### src/rtl/fifo_status_arb.sv
// fifo_status_arb: per-channel FIFO level watchers arbitrated round-robin onto one request/response/done engine
// Ports:
//   clock_i, rst_i                 clock, asynchronous active-high reset
//   enable_i, fsync_i              per-channel enable and level-sensitive frame sync
//   count_i                        channel i fill level in [i*CW +: CW]
//   tail_status_i, tail_len_i      per-channel tail flag and tail length in [i*LSIZE +: LSIZE]
//   req_o, req_ch_o, req_len_o, req_tail_o   shared request toward the address engine
//   resp_i, done_i                 request accepted / transfer complete pulses
//   burst_done_o, tail_done_o      per-channel completion pulses
//   busy_o                         engine is not arbitrating
module fifo_status_arb #(
  parameter int CH = 2,
  parameter int CW = 10,
  parameter int FULL_LEN = 256,
  parameter int THRESHOLD = 200,
  parameter int BURST_LEN = 100,
  parameter int LSIZE = 9,
  parameter int RST_WAIT = 31,
  parameter string WR_RD = "READ",
  parameter string MODE = "ONCE",
  localparam int CHW = $clog2(CH)
) (
  input  logic                  clock_i,
  input  logic                  rst_i,
  input  logic [CH-1:0]         enable_i,
  input  logic [CH*CW-1:0]      count_i,
  input  logic [CH-1:0]         fsync_i,
  input  logic [CH-1:0]         tail_status_i,
  input  logic [CH*LSIZE-1:0]   tail_len_i,
  output logic                  req_o,
  output logic [CHW-1:0]        req_ch_o,
  output logic [LSIZE-1:0]      req_len_o,
  output logic                  req_tail_o,
  input  logic                  resp_i,
  input  logic                  done_i,
  output logic [CH-1:0]         burst_done_o,
  output logic [CH-1:0]         tail_done_o,
  output logic                  busy_o
);
  localparam int CNTW = $clog2(RST_WAIT + 1);
  localparam bit IS_RD = WR_RD == "READ";
  localparam bit ONCE = MODE == "ONCE";
  typedef enum logic [1:0] {ARB, REQ, WAIT_DONE, FIN} eng_t;
  typedef enum logic [2:0] {WAIT_RST, IDLE, PEND, OWNED, FRAME_END} ch_t;
  eng_t eng_q, eng_d;
  logic [CHW-1:0] ptr_q, ptr_d, req_ch_q, req_ch_d, gch;
  logic [LSIZE-1:0] req_len_q, req_len_d;
  logic req_tail_q, req_tail_d, found, fin;
  logic [CH-1:0] bd_q, bd_d, td_q, td_d, pend, abt, gnt;
  logic [LSIZE-1:0] tl [CH];
  assign fin = eng_q == FIN;
  // scan downward so the last hit is the first pending channel at or after ptr
  always_comb begin
    logic [CHW:0] s;
    found = 1'b0;
    gch = '0;
    s = '0;
    for (int k = CH - 1; k >= 0; k--) begin
      s = {1'b0, ptr_q} + (CHW+1)'(k);
      s = s >= (CHW+1)'(CH) ? s - (CHW+1)'(CH) : s;
      if (pend[s[CHW-1:0]]) begin
        found = 1'b1;
        gch = s[CHW-1:0];
      end
    end
  end
  assign gnt = {CH{eng_q == ARB && found}} & (CH'(1) << gch);
  always_ff @(posedge clock_i or posedge rst_i) begin
    if (rst_i) begin
      eng_q <= ARB;
      ptr_q <= '0;
      req_ch_q <= '0;
      req_len_q <= '0;
      req_tail_q <= 1'b0;
      bd_q <= '0;
      td_q <= '0;
    end else begin
      eng_q <= eng_d;
      ptr_q <= ptr_d;
      req_ch_q <= req_ch_d;
      req_len_q <= req_len_d;
      req_tail_q <= req_tail_d;
      bd_q <= bd_d;
      td_q <= td_d;
    end
  end
  always_comb begin
    eng_d = eng_q;
    ptr_d = ptr_q;
    req_ch_d = req_ch_q;
    req_len_d = req_len_q;
    req_tail_d = req_tail_q;
    bd_d = '0;
    td_d = '0;
    case (eng_q)
      ARB: if (found) begin
        eng_d = REQ;
        req_ch_d = gch;
        req_tail_d = tail_status_i[gch];
        req_len_d = tail_status_i[gch] ? tl[gch] : LSIZE'(BURST_LEN);
        ptr_d = gch == CHW'(CH - 1) ? '0 : gch + CHW'(1);
      end
      REQ: eng_d = resp_i ? WAIT_DONE : REQ;
      WAIT_DONE: eng_d = done_i ? FIN : WAIT_DONE;
      default: begin
        eng_d = ARB;
        bd_d[req_ch_q] = !req_tail_q && !abt[req_ch_q];
        td_d[req_ch_q] = req_tail_q && !abt[req_ch_q];
      end
    endcase
  end
  always_comb begin
    req_o = eng_q == REQ;
    busy_o = eng_q != ARB;
  end
  assign req_ch_o = req_ch_q;
  assign req_len_o = req_len_q;
  assign req_tail_o = req_tail_q;
  assign burst_done_o = bd_q;
  assign tail_done_o = td_q;
  for (genvar i = 0; i < CH; i++) begin : g_ch
    ch_t st_q, st_d;
    logic [CNTW-1:0] wc_q, wc_d;
    logic ab_q, ab_d, trig_q, lvl, rel;
    logic [CW-1:0] cnt;
    assign cnt = count_i[i*CW +: CW];
    assign lvl = IS_RD ? cnt < CW'(FULL_LEN - THRESHOLD) : cnt > CW'(THRESHOLD);
    assign tl[i] = tail_len_i[i*LSIZE +: LSIZE];
    // a channel seeing fsync this cycle is not offered to the arbiter, so a drop and a grant never coincide
    assign pend[i] = st_q == PEND && !fsync_i[i];
    assign abt[i] = ab_q || fsync_i[i];
    assign rel = fin && req_ch_q == CHW'(i);
    always_ff @(posedge clock_i or posedge rst_i) begin
      if (rst_i) begin
        st_q <= WAIT_RST;
        wc_q <= '0;
        ab_q <= 1'b0;
        trig_q <= 1'b0;
      end else begin
        st_q <= st_d;
        wc_q <= wc_d;
        ab_q <= ab_d;
        trig_q <= enable_i[i] && lvl && !fsync_i[i];
      end
    end
    always_comb begin
      st_d = st_q;
      wc_d = wc_q;
      ab_d = ab_q;
      case (st_q)
        WAIT_RST: begin
          st_d = !fsync_i[i] && wc_q == CNTW'(RST_WAIT) ? IDLE : WAIT_RST;
          wc_d = fsync_i[i] ? '0 : wc_q == CNTW'(RST_WAIT) ? wc_q : wc_q + 1'b1;
        end
        IDLE: begin
          st_d = fsync_i[i] ? WAIT_RST : trig_q ? PEND : IDLE;
          wc_d = '0;
        end
        PEND: begin
          st_d = fsync_i[i] ? WAIT_RST : gnt[i] ? OWNED : PEND;
          wc_d = '0;
        end
        OWNED: begin
          ab_d = rel ? 1'b0 : abt[i];
          wc_d = '0;
          st_d = !rel ? OWNED : abt[i] ? WAIT_RST : req_tail_q && ONCE ? FRAME_END : IDLE;
        end
        FRAME_END: begin
          st_d = fsync_i[i] ? WAIT_RST : FRAME_END;
          wc_d = '0;
        end
        default: st_d = WAIT_RST;
      endcase
    end
  end
endmodule

### config.mk
export PLATFORM = sky130hd
export DESIGN_NAME = fifo_status_arb
export DESIGN_NICKNAME = d
export VERILOG_FILES = /design/src/rtl/fifo_status_arb.sv
export SDC_FILE = /design/constraint.sdc
export NUM_CORES = 1
export LEC_CHECK = 0
export ABC_AREA = 1
export CORE_ASPECT_RATIO = 0.8
export CORE_MARGIN = 2
export CORE_UTILIZATION = 48
export CTS_BUF_LIST = sky130_fd_sc_hd__clkbuf_4
export DETAILED_ROUTE_END_ITERATION = 16
export PLACE_DENSITY = 0.82
export SETUP_SLACK_MARGIN = 0.02
export SLEW_MARGIN = 40
export SYNTH_ARGS = -nofsm -noshare
export SYNTH_HDL_FRONTEND = slang
export SYNTH_SLANG_ARGS = --single-unit
export TNS_END_PERCENT = 5
### constraint.sdc
create_clock -name clock_i -period 1.75 [get_ports clock_i]
set_input_delay 0.175 -clock clock_i [delete_from_list [all_inputs] [get_ports clock_i]]
set_output_delay 0.175 -clock clock_i [all_outputs]
set_load 0.02 [all_outputs]
Word level (Yosys, flattened, before mapping)

Index checks and enable logic that the tools add are counted.
Widths: inputs -> output; s select.

Bits in registers: 38
Logic and storage cells: 139

$add $sub $neg: 6
$lt $le $gt $ge: 10
Equal/unequal tests: 16
Shifts and indexed selects: 1
Mux-type cells: 54
Bitwise gates (word level): 5
Reductions and logical operators: 32

Operator list:

| operator            | count |
|---|---|
| $mux 9              | 4 |
| $pmux 3 s5          | 2 |
| $mux 1              | 23 |
| $mux 3              | 7 |
| $lt 10x6->1 const B | 2 |
| $mux 2              | 10 |
| $mux 5              | 4 |
| $pmux 5 s2          | 2 |
| $logic_and 1x1->1   | 14 |
| $eq 3x2->1 const B  | 4 |
| $add 5x1->5 const B | 2 |
| $eq 5x5->1 const B  | 2 |
| $lt 1x2->1 const B  | 4 |
| $reduce_or 4->1     | 2 |
| $and 2x2->2         | 3 |
| $eq 3x1->1 const B  | 2 |
| $eq 3x3->1 const B  | 2 |
| $logic_not 3->1     | 2 |
| $ne 3x3->1 const B  | 2 |
| $pmux 2 s3          | 1 |
| $reduce_and 2->1    | 3 |
| $reduce_bool 2->1   | 3 |
| $eq 2x2->1 const B  | 2 |
| $ge 2x2->1 const B  | 2 |
| 15 further kinds    | 20 |

Logic depth before layout (Yosys ltp)

Gate-level depths: netlist (run 1).

Depth after elaboration: 12
Depth in mapped cells: 10

Worst setup path after synthesis (run 1)

No wires, ideal clock.

Path type: register to register
From: register g_ch[1].wc_q[0]
To: register g_ch[1].wc_q[0]
Library setup time: 0.118 ns
Data arrival time: 1.335 ns
Setup slack: 0.298 ns
Cell stages (with the launch flop): 11
Clock period less this slack: 1.452 ns
Path through: dfrtp_1 -> ha_1 -> nand2_1 -> nor2_1 -> ha_1 -> nand2_1 -> nor2_1 -> nor2_2 -> inv_1 -> nand2_1 -> nand2_1

Word-level cells in the longest chain between the ends: 4
Elaborated cells between the ends (all ways): 7
Classes of those cells: add/sub: 1; eq/ne: 2; mux: 3; reduce/logical: 1

Ends and longest elaborated chain:

| what                     | RTL line | RTL |
|---|---|---|
| start: declaration       | 123      | `logic [CNTW-1:0] wc_q, wc_d;` |
| start signal: assignment | 141      | `wc_q <= wc_d;` |
| $add 5x1->5              | 153      | `wc_d = fsync_i[i] ? '0 : wc_q == CNTW'(RST_WAIT) ? wc_q : wc_q + 1'b1;` |
| $mux 5 (2 in series)     | 153      |  |
| $pmux 5 s2               | 150      | `case (st_q)` |

Parallel ways exist; a longest one is shown, timed or not. The select of a mux whose other input is x is not followed.
A chain may end at the register's enable or synchronous reset.

Worst setup path after layout (run 1)

From: register req_tail_q, in the netlist req_tail_o
To: output req_tail_o

RTL lines:

| what                     | RTL line | RTL |
|---|---|---|
| start: declaration       | 48       | `logic req_tail_q, req_tail_d, found, fin;` |
| start signal: assignment | 82       | `req_tail_q <= req_tail_d;` |
| end: declaration         | 33       | `output logic req_tail_o,` |

No word-level cell between the ends.

==> results of run 1 <==
## cells by family (layout without fill, tap and decap cells)
family / after synthesis / count (layout) / synth area share
buffers and inverters: 36 / 104 / 0.0850
adders and majority gates: 4 / 4 / 0.0241
xor gates and xnor gates: 3 / 3 / 0.0127
DFF: 38 / 38 / 0.458
AOI/OAI and AO/OA: 15 / 15 / 0.0404
and+or+nand+nor: 175 / 175 / 0.380
## area by class of cell
type                       count  area, um^2
clock buffer                   5        37.5
multi-input combinational    197         961
timing repair buffer          67         649
fill                         347        1360
tap                           57        71.3
clock inverter                 2        33.8
sequential                    38         951
inverter                      30         118
## placed cells by master, fill, tap and decap left out, types with 2 or more instances in the layout
cell type	netlist	routed
nand2_1	90	90
clkdlybuf4s50_1	0	56
dfrtp_1	38	38
nand3_1	33	33
inv_1	27	27
nor2_1	22	21
buf_4	0	9
nor3_1	8	8
o21ai_0	7	7
clkbuf_4	0	5
nand4_1	4	4
ha_1	4	4
a21oi_1	3	3
inv_2	2	2
nor2_4	0	2
nor2_2	3	2
nand3b_1	2	2
nand2_4	2	2
nand2_2	2	2
nor3_2	2	2
or2_1	2	2
o21ai_1	2	2
xor2_1	2	2
## through the flow
| stage | util | hold slack, ps | power, uW | worst slack (ps) |
|---|---|---|---|---|
| after floorplan | - | 315 | 1530 | 298 |
| after detailed placement | 0.655 | 465 | 1890 | 102 |
| final | 0.675 | 237 | 2420 | 177 |
| after global placement | 0.655 | 463 | 1870 | 162 |
| after global routing | 0.675 | 267 | 2580 | 39.5 |
| after CTS | 0.672 | 243 | 2450 | 63.8 |
## worst max-delay path by stage
stage,from,endpoint,slack [ps],cells past startpoint
floorplan,g_ch[1].wc_q[0],g_ch[1].wc_q[0],300,10
global placement,fsync_i[1],req_len_o[8],160,8
detailed placement,fsync_i[1],req_len_o[8],100,8
CTS,eng_q[0],req_o,60,3
global route,g_ch[1].wc_q[0],g_ch[1].wc_q[1],40,10
finish,req_tail_o,req_tail_o,180,1
## registers in the layout (all words and copies together) (netlist names)
signal	count
req_tail_o	1
g_ch.ab_q	2
tail_done_o	2
g_ch.wc_q	10
req_len_o	9
ptr_q	1
burst_done_o	2
eng_q	2
req_ch_o	1
g_ch.st_q	6
g_ch.trig_q	2
## power by group through the flow
stage          Clock [uW]  Combinational (uW)  Sequential, uW
6_report              565                 739            1120
2_1_floorplan           0                 318            1210
3_5_place_dp            0                 754            1130
3_3_place_gp            0                 736            1130
5_1_grt               627                 811            1140
4_1_cts               580                 750            1120
## routing by layer
metal	up-vias	GRT usage	wire, um
met3	6	0.0434	272
met4	0	0.0737	43
met1	880	0.267	2050
met2	63	0.323	2090
li1	996	-	-
met5	-	0	0
## repair_timing
item	in CTS	in global routing
endpoints found under the setup margin	1	10
gates resized for setup	2	3
setup buffers	0	0
==> key figures, run 1 <==
Drt
  – DR iter-0 viols: about 100
  – Detailed Route WL: approximately 4.5 mm
  – Antenna Nets Post-Route: 0
  – Routed via count: 1945
  – Avg WL per Cell: roughly 11 um
  – Drt via density: around 4.9
  – TritonRoute pass-1 iters: 4
  – DRC: 0

Power
  – VDD IR max: between 500 and 600 uV
  – Pint: about 1700 uW
  – PD cells: between 800 and 900 nW/um^2
  – Psw: around 760 uW
  – Clock power share: 0.233
  – Combinational share of power: 0.305
  – Pleak: ~0.0014 uW
  – Fraction of power spent switching nets: 0.314
  – Register share of total power: 0.462

Clock network
  – Hold_buf cts: 0
  – Worst-path clk slew: around 120 ps
  – Clock Path Buffers: 2
  – CTS tree: done
  – CTS Root Cell: clkbuf_4
  – Clk sink count: 38
  – Num CTS Buffers: 5
  – Worst skew pair latency: around 350 ps
  – Depth of the CTS H-tree: 2

Setup path
  – Setup Crit Path Kind: reg2out
  – Crit-path slowest cell: clkdlybuf4s50_1
  – Crit path max-delay family: buffers and inverters
  – Worst path arrival time: about 1400 ps
  – Startpoint types: flop
  – Reg-to-reg endpoint: g_ch[1].wc_q[4]
  – Max incr delay on CP: 640 ps
  – Critical Path RT: between 1500 and 2000 ps
  – Crit-path cells: clkdlybuf4s50_1
  – R2R cell count: 10
  – Crit-path max FO: 5
  – Internal reg-to-reg setup slack: 200 ps
  – Crit. End Element: output pin
  – CP Buf/Inv Count: 1
  – Worst R2R Start: g_ch[1].wc_q[0]

Floorplanning
  – Starting Density: 0.497
  – DIE HEIGHT: ~63 um
  – Core area: 4180 um^2
  – Die area: 4870 um^2
  – Die X: a little under 80 um
  – I/O pins: 65
  – Row count: 21

Logic synthesis
  – Syn Nets: around 320
  – Synth area leader: dfrtp_1
  – Ys async rst share: 1.00
  – Synth top cells by count: nand2_1, dfrtp_1, nand3_1, inv_1, nor2_1
  – Top-count cell post-synth: nand2_1
  – Synthesized flop and latch total: 38
  – Syn Area/Cell: approximately 7.7 um^2
  – Largest cells by area after synthesis: dfrtp_1, nand2_1, nand3_1
  – Ys Warns: 0
  – Sequential cell area fraction in the yosys report: 0.458
  – Commonest register cell after synthesis: dfrtp_1
  – Synth top area share: 0.458
  – Post-synthesis cell area: about 2100 um^2
  – Post-Syn Instances: 271
  – Library cells used by synthesis: 32
  – EDFF count, synth: 0

STA
  – Max-slew violation count: 0
  – Slew @ Worst Pin: ~480 ps
  – RSZ-0062 raised after global routing: false
  – Final Hold Vio Count: 0
  – Min Tclk post-route: around 1600 ps
  – Fin crit share: 0.899
  – Max frequency: ~0.64 GHz
  – Slew headroom: 0.681
  – Fin Clk Skew: just over 20 ps
  – Final count of negative-setup-slack endpoints: 0
  – Setup TNS Final: 0 ps

Global routing
  – First-pass GRT wire length: slightly below 8 mm
  – Largest net degree at the start of global routing: 39
  – Vias in the first global route: 1829
  – Gr ovfl total: 0
  – Initial antenna violation count: 0
  – Total track usage: 0.200

Cells and area
  – Synth-to-Final Area Change: 35.9%
  – Final net count: approximately 390
  – Share of cells above drive strength 1: 0.0914
  – Diode count: 0
  – Final non-filler cell total: 396
  – Design area: about 2800 um^2

Placed design
  – IO buf count: 58
  – GPL Wtd Cong: 0.823
  – Post-DP HPWL: 3.44 mm
  – Placed Cells: approximately 400
  – Placement Cell Area: 2740 um^2

Run status
  – Outcome: finished, final reports clean

Worst hold path
  – Hold Path Class: in2async

Run
  – # Max-Cap Violations: 0
Power figures use the tool's default switching activity.
==> run 2: changes to the inputs <==
--- a/config.mk
+++ b/config.mk
@@ -9,7 +9,7 @@
 export CORE_ASPECT_RATIO = 0.8
 export CORE_MARGIN = 2
 export CORE_UTILIZATION = 48
-export CTS_BUF_LIST = sky130_fd_sc_hd__clkbuf_4
+export CTS_BUF_LIST = sky130_fd_sc_hd__clkbuf_2
 export DETAILED_ROUTE_END_ITERATION = 16
 export PLACE_DENSITY = 0.82
 export SETUP_SLACK_MARGIN = 0.02
==> run 2 against run 1 <==
Net effect:
- wire length is 0.45% higher
- maximum frequency is 4.0% lower
- final area is 0.58% lower
- via count is 0.46% lower
- combinational power hardly changed
- sequential share of layout area is 0.20 points higher
- critical path depth stayed put
- sequential cell count stayed put
- critical path type unchanged
- largest cell class unchanged
==> key figures, run 2 (same netlist as run 1, synthesis figures left out) <==
STA
  – Slew headroom: 0.681 (about the same)
  – RSZ-0062 raised after global routing: false (unchanged)
  – Fin crit share: 0.937 (was 0.899)
  – Max-slew violation count: 0 (unchanged)
  – Final worst slack: 111 ps (was 177 ps)
  – Min Tclk post-route: 1640 ps (was 1570 ps)
  – Slew @ Worst Pin: 479 ps (about the same)
  – Max frequency: 0.610 GHz (was 0.636 GHz)
  – Setup TNS Final: 0 ps (unchanged)
  – Fin Clk Skew: 32.3 ps (was 20.7 ps)
  – Final count of negative-setup-slack endpoints: 0 (unchanged)
  – Final Hold Vio Count: 0 (unchanged)

Setup path
  – Crit-path cells: clkdlybuf4s50_1 (unchanged)
  – Crit-path max FO: 5 (unchanged)
  – Crit-path slowest cell: clkdlybuf4s50_1 (unchanged)
  – Crit. path cell count: 1 (unchanged)
  – Startpoint types: flop (unchanged)
  – Max incr delay on CP: 640 ps (about the same)
  – R2R cell count: 10 (unchanged)
  – Setup Crit Path Kind: reg2out (unchanged)
  – CP Buf/Inv Count: 1 (unchanged)
  – Worst path arrival time: 1460 ps (was 1400 ps)
  – Crit path max-delay family: buffers and inverters (unchanged)
  – Critical Path RT: 1570 ps (about the same)
  – Crit. End Element: output pin (unchanged)

Drt
  – Detailed Route WL: 4.47 mm (was 4.45 mm)
  – Antenna Nets Post-Route: 0 (unchanged)
  – Routed via count: 1936 (was 1945)
  – DRC: 0 (unchanged)
  – Avg WL per Cell: 11.3 um (was 11.2 um)
  – DR iter-0 viols: 109 (was 102)
  – Drt via density: 4.89 (was 4.91)
  – TritonRoute pass-1 iters: 4 (unchanged)

Cells and area
  – Synth-to-Final Area Change: 35.1% (was 35.9%)
  – Largest register FFs: 10 (unchanged)
  – Commonest cells after routing, fill and taps aside: nand2_1, clkdlybuf4s50_1, dfrtp_1 (unchanged)
  – Final net count: 391 (unchanged)
  – Fill count: 349 (was 347)
  – Diode count: 0 (unchanged)
  – Commonest non-fill, non-tap cell in the layout: nand2_1 (unchanged)
  – Final core occ: 0.671 (was 0.675)
  – Reg with most FFs: g_ch.wc_q (unchanged)
  – Share of cells above drive strength 1: 0.0914 (unchanged)

Clock network
  – Worst-path clk slew: 200 ps (was 120 ps)
  – CTS tree: done (unchanged)
  – Clk sink count: 38 (unchanged)
  – CTS Root Cell: clkbuf_2 (was clkbuf_4)
  – Depth of the CTS H-tree: 2 (unchanged)
  – Num CTS Buffers: 5 (unchanged)
  – Hold_buf cts: 0 (unchanged)
  – Worst skew pair latency: 390 ps (was 350 ps)
  – Clock Path Buffers: 2 (unchanged)

Placed design
  – Setup WS pre-CTS: 102 ps (unchanged)
  – IO buf count: 58 (unchanged)
  – GPL Wtd Cong: 0.823 (unchanged)
  – Post-DP HPWL: 3.44 mm (unchanged)

Global routing
  – Initial antenna violation count: 0 (unchanged)
  – GRT met1 Usage: 0.265 (was 0.267)
  – Largest net degree at the start of global routing: 39 (unchanged)
  – Total track usage: 0.201 (was 0.200)
  – Global-route met3 utilization: 0.0434 (unchanged)
  – M2 GR Usage: 0.327 (was 0.323)
  – Vias in the first global route: 1833 (was 1829)
  – Busiest layer in global routing: met2 (unchanged)
  – First-pass GRT wire length: 7.85 mm (was 7.83 mm)
  – Gr ovfl total: 0 (unchanged)

Power
  – Pint: 1600 uW (was 1660 uW)
  – VDD IR max: 508 uV (about the same)
  – Fraction of power spent switching nets: 0.324 (was 0.314)
  – PD cells: 843 nW/um^2 (was 859 nW/um^2)
  – Clock power share: 0.214 (was 0.233)
  – Combinational share of power: 0.311 (was 0.305)
  – Register share of total power: 0.475 (was 0.462)
  – Psw: 765 uW (was 761 uW)
  – Final Power: 2360 uW (was 2420 uW)
  – Pleak: 0.00142 uW (was 0.00144 uW)

Worst hold path
  – Hold Path Class: in2async (unchanged)

Floorplanning
  – Starting Density: 0.497 (unchanged)
  – DIE HEIGHT: 62.8 um (unchanged)
  – Die area: 4870 um^2 (unchanged)
  – Core area: 4180 um^2 (unchanged)
  – Row count: 21 (unchanged)
  – Die X: 77.5 um (unchanged)
  – I/O pins: 65 (unchanged)

Run
  – # Max-Cap Violations: 0 (unchanged)

Run status
  – Outcome: finished, final reports clean (unchanged)
[run 2: worst reg2reg max path, stage by stage, from the launching register on]
cell and delay, ps:
dfrtp_1 420, ha_1 180, nand2_1 70, nor2_1 100, ha_1 140, nand2_1 50
nor2_1 230, nor2_4 90, inv_1 120, nand2_1 60, nand2_1 60
[run 2: worst paths after layout]
kind / start / to / slack [ps]
worst max-delay path: req_tail_o / req_tail_o / 110
worst min-delay path: rst_i / req_len_o[1] / 170
worst max register to register: g_ch[1].wc_q[0] / g_ch[1].wc_q[4] / 190
worst min register to register: req_len_o[4] / req_len_o[4] / 500
max in group asynchronous: rst_i / req_len_o[5] / 1220
min in group clock_i: enable_i[0] / g_ch[0].trig_q / 310
[run 2: layout make-up]
class	count	area, um^2	share of cell area
sequential	38	951	0.339
multi-input combinational	197	961	0.343
timing repair buffer	67	646	0.230
inverter	30	118	0.0419
clock buffer	5	25.0	0.00892
tap	57	71.3	0.0254
clock inverter	2	33.8	0.0120
[run 2: per-layer routing]
layer  vias to the layer above  routed length (um)
met1                       877                2060
met5                         -                   0
met3                         8                 287
met2                        60                2060
li1                        991                   -
met4                         0                  66
[run 2: power groups by stage]
stage	logic (uW)	registers, uW	clock network (uW)
2_1_floorplan	318	1210	0
3_3_place_gp	736	1130	0
3_5_place_dp	754	1130	0
4_1_cts	743	1120	523
5_1_grt	808	1140	563
6_report	736	1120	506
[run 2: per-stage QoR]
stage | hold WS [ps] | instances | cell area, um^2
global placement | 463 | 389 | 2740
finish | 169 | 396 | 2810
CTS | 160 | 396 | 2800
global route | 174 | 396 | 2810
detailed placement | 465 | 389 | 2740
floorplan | 315 | 271 | 2080
[run 2: what timing repair did]
action / in CTS / in global routing
resized for setup: 3 / 2
buffers inserted: 0 / 0
hold endpoints to repair: 0 / 0
endpoints found under the setup margin: 2 / 11
==> run 3: changes to the inputs <==
--- a/config.mk
+++ b/config.mk
@@ -5,10 +5,8 @@
 export SDC_FILE = /design/constraint.sdc
 export NUM_CORES = 1
 export LEC_CHECK = 0
-export ABC_AREA = 1
 export CORE_ASPECT_RATIO = 0.8
-export CORE_MARGIN = 2
-export CORE_UTILIZATION = 48
+export CORE_UTILIZATION = 47
 export CTS_BUF_LIST = sky130_fd_sc_hd__clkbuf_2
 export DETAILED_ROUTE_END_ITERATION = 16
 export PLACE_DENSITY = 0.82
==> run 3 against run 2 <==
Net effect:
- the flow now finishes with violations (setup timing)
- total power is 25% lower
- synthesized cell count shrank 31%
- worst setup slack worse by 180 ps
- utilization is 4.4 points higher
- final area is 2.4% lower
- maximum frequency is 9.9% lower
- sequential power is 11% lower
- global-route usage is 1.3 points higher
- critical path depth grew 3
- worst hold slack improved by 12 ps
- first-iteration DRC count is 47% lower
- sequential cell count is the same
- largest power group unchanged
==> key figures, run 3 <==
Setup path
  – Crit-path cells: or4b_4 -> o21ai_4 -> mux2_4 -> o22a_1 (was clkdlybuf4s50_1)
  – CP Buf/Inv Count: 0 (was 1)
  – Max incr delay on CP: 570 ps (was 640 ps)
  – Critical Path RT: 2030 ps (was 1570 ps)
  – Worst path arrival time: 2100 ps (was 1460 ps)
  – Crit. End Element: flop (was output pin)
  – Crit path max-delay family: simple AND/OR/NAND/NOR gates (was buffers and inverters)
  – Crit-path slowest cell: or4b_4 (was clkdlybuf4s50_1)
  – Startpoint types: flop (unchanged)
  – Crit-path max FO: 5 (unchanged)
  – Setup Crit Path Kind: reg2reg (was reg2out)

Global routing
  – Vias in the first global route: 1605 (was 1833)
  – Total track usage: 0.214 (was 0.201)
  – First-pass GRT wire length: 6.94 mm (was 7.85 mm)
  – Largest net degree at the start of global routing: 39 (unchanged)
  – Gr ovfl total: 0 (unchanged)
  – Initial antenna violation count: 0 (unchanged)

Drt
  – Antenna Nets Post-Route: 0 (unchanged)
  – Avg WL per Cell: 13.0 um (was 11.3 um)
  – DR iter-0 viols: 58 (was 109)
  – Routed via count: 1698 (was 1936)
  – Drt via density: 5.36 (was 4.89)
  – TritonRoute pass-1 iters: 4 (unchanged)
  – DRC: 0 (unchanged)
  – Detailed Route WL: 4.14 mm (was 4.47 mm)

Placed design
  – IO buf count: 58 (unchanged)
  – Setup WS pre-CTS: -435 ps (was 102 ps)
  – GPL Wtd Cong: 0.810 (was 0.823)
  – Post-DP HPWL: 3.12 mm (was 3.44 mm)

Logic synthesis
  – EDFF count, synth: 0 (unchanged)
  – Synthesized flop and latch total: 38 (unchanged)
  – Synth top cells by count: dfrtp_1, nand2_1, o21ai_0, a21oi_1, nor2_1 (was nand2_1, dfrtp_1, nand3_1, inv_1, nor2_1)
  – Sequential cell area fraction in the yosys report: 0.502 (was 0.458)
  – Synth area leader: dfrtp_1 (unchanged)
  – Largest cells by area after synthesis: dfrtp_1, nand2_1, mux2i_1 (was dfrtp_1, nand2_1, nand3_1)
  – Synth top area share: 0.502 (was 0.458)
  – Top-count cell post-synth: dfrtp_1 (was nand2_1)
  – Library cells used by synthesis: 38 (was 32)
  – Ys async rst share: 1.00 (unchanged)
  – Syn Nets: 238 (was 323)
  – Commonest register cell after synthesis: dfrtp_1 (unchanged)
  – Syn Area/Cell: 10.2 um^2 (was 7.66 um^2)
  – Post-synthesis cell area: 1890 um^2 (was 2080 um^2)
  – Post-Syn Instances: 186 (was 271)
  – Ys Warns: 0 (unchanged)

STA
  – Fin crit share: 1.04 (was 0.937)
  – RSZ-0062 raised after global routing: true (was false)
  – Fin Clk Skew: 18.0 ps (was 32.3 ps)
  – Final worst slack: -69.7 ps (was 111 ps)
  – Slew headroom: 0.684 (was 0.681)
  – Final Hold Vio Count: 0 (unchanged)
  – Max-slew violation count: 0 (unchanged)
  – Max frequency: 0.550 GHz (was 0.610 GHz)
  – Slew @ Worst Pin: 475 ps (was 479 ps)
  – Min Tclk post-route: 1820 ps (was 1640 ps)
  – Final count of negative-setup-slack endpoints: 9 (was 0)

Cells and area
  – Share of cells above drive strength 1: 0.176 (was 0.0914)
  – Area of the multi-input gates: 908 um^2 (was 961 um^2)
  – Commonest cells after routing, fill and taps aside: clkdlybuf4s50_1, dfrtp_1, nand2_1, buf_4, o21ai_0 (was nand2_1, clkdlybuf4s50_1, dfrtp_1)
  – Final net count: 314 (was 391)
  – Diode count: 0 (unchanged)
  – Largest register FFs: 10 (unchanged)
  – Fill count: 293 (was 349)
  – Final core occ: 0.715 (was 0.671)
  – Register area: 952 um^2 (was 951 um^2)
  – Reg with most FFs: g_ch.wc_q (unchanged)
  – Synth-to-Final Area Change: 44.5% (was 35.1%)
  – Commonest non-fill, non-tap cell in the layout: clkdlybuf4s50_1 (was nand2_1)

Clock network
  – CTS tree: done (unchanged)
  – Hold_buf cts: 0 (unchanged)
  – Clock Path Buffers: 2 (unchanged)
  – Worst skew pair latency: 380 ps (was 390 ps)
  – Depth of the CTS H-tree: 2 (unchanged)
  – CTS Root Cell: clkbuf_2 (unchanged)
  – Num CTS Buffers: 5 (unchanged)
  – Worst-path clk slew: 190 ps (was 200 ps)
  – Clk sink count: 38 (unchanged)

Floorplanning
  – Core area: 3830 um^2 (was 4180 um^2)
  – Row count: 20 (was 21)
  – DIE HEIGHT: 58.8 um (was 62.8 um)
  – Starting Density: 0.495 (was 0.497)
  – I/O pins: 65 (unchanged)
  – Die X: 73.0 um (was 77.5 um)
  – Die area: 4290 um^2 (was 4870 um^2)

Run status
  – Failing checks: setup timing
  – Outcome: finished, violations left (was finished, final reports clean)

Power
  – VDD IR max: 358 uV (was 508 uV)
  – Pleak: 0.00128 uW (was 0.00142 uW)
  – PD cells: 646 nW/um^2 (was 843 nW/um^2)

Worst hold path
  – Hold Path Class: in2async (unchanged)

Run
  – # Max-Cap Violations: 0 (unchanged)
==> run 3: changes by cell type after synthesis, sizes merged, moves of 6 or more <==
cell,change
a21oi,+7
a22o,+6
clkbuf,+6
inv,-23
mux2i,+7
nand2,-75
nand3,-32
nor2,-15
o21ai,+9
==> run 3: through the flow <==
step | power, uW | hold WS, ps | std cells | setup TNS (ps) | instance area (um^2)
after floorplan | 1200 | 269 | 186 | -836 | 1920
after global placement | 1420 | 471 | 308 | -4830 | 2660
after detailed placement | 1420 | 479 | 308 | -5640 | 2660
after CTS | 1780 | 200 | 315 | -377 | 2700
after global routing | 1870 | 228 | 317 | -1330 | 2740
final | 1770 | 181 | 317 | -442 | 2740
==> run 3: metal layers <==
layer	wire, um	global-route usage
met1	1950	0.275
met2	1970	0.358
met3	167	0.0462
met4	48	0.0784
met5	0	0
==> run 3: final timing paths <==
path | slack, ps | depth (start not counted) | start | to
max in group asynchronous | 1220 | 3 | rst_i | g_ch[0].wc_q[3]
min in group clock_i | 300 | 3 | enable_i[1] | g_ch[1].trig_q
worst max register to register | -70 | 4 | g_ch[0].st_q[2] | req_len_o[6]
worst min-delay path | 180 | 3 | rst_i | g_ch[1].trig_q
worst max-delay path | -70 | 4 | g_ch[0].st_q[2] | req_len_o[6]
worst min register to register | 500 | 1 | g_ch[0].wc_q[3] | g_ch[0].wc_q[3]
==> run 3: power breakdown <==
| group | leakage, uW | internal, uW | switching [uW] |
|---|---|---|---|
| logic | 0.000737 | 205 | 181 |
| clock network | 0.0000291 | 104 | 274 |
| registers | 0.000518 | 940 | 63.9 |
| total | 0.00128 | 1250 | 519 |
==> run 3: cells by family (layout without fill, tap and decap cells) <==
kind of cell,Yosys count,count (layout),share of synthesized area
AND/OR/NAND/NOR,65,65,0.195
AO/OA/AOI/OAI,51,51,0.170
flip-flops,38,38,0.502
buffers and inverters,16,92,0.0403
multiplexers,12,12,0.0667
adder cells (fa/ha/maj),4,4,0.0264
==> run 3: worst min-delay path, stage by stage <==
cell             delay (ps)
clkdlybuf4s50_1         400
inv_1                    60
buf_4                   400
==> run 3: timing repair <==
action	in CTS	in global routing
endpoints found under the hold margin	0	0
endpoints found under the setup margin	17	17
pin swaps	2	2
gates resized for setup	5	12
buffers inserted	0	2
gates cloned	0	0
==> run 3: cell type report <==
cell class | count | area share
clock buffers | 7 | 0.0128
inverters | 6 | 0.00823
multi-input cells | 132 | 0.332
flip-flops and latches | 38 | 0.348
well taps | 55 | 0.0251
repair buffers | 79 | 0.274
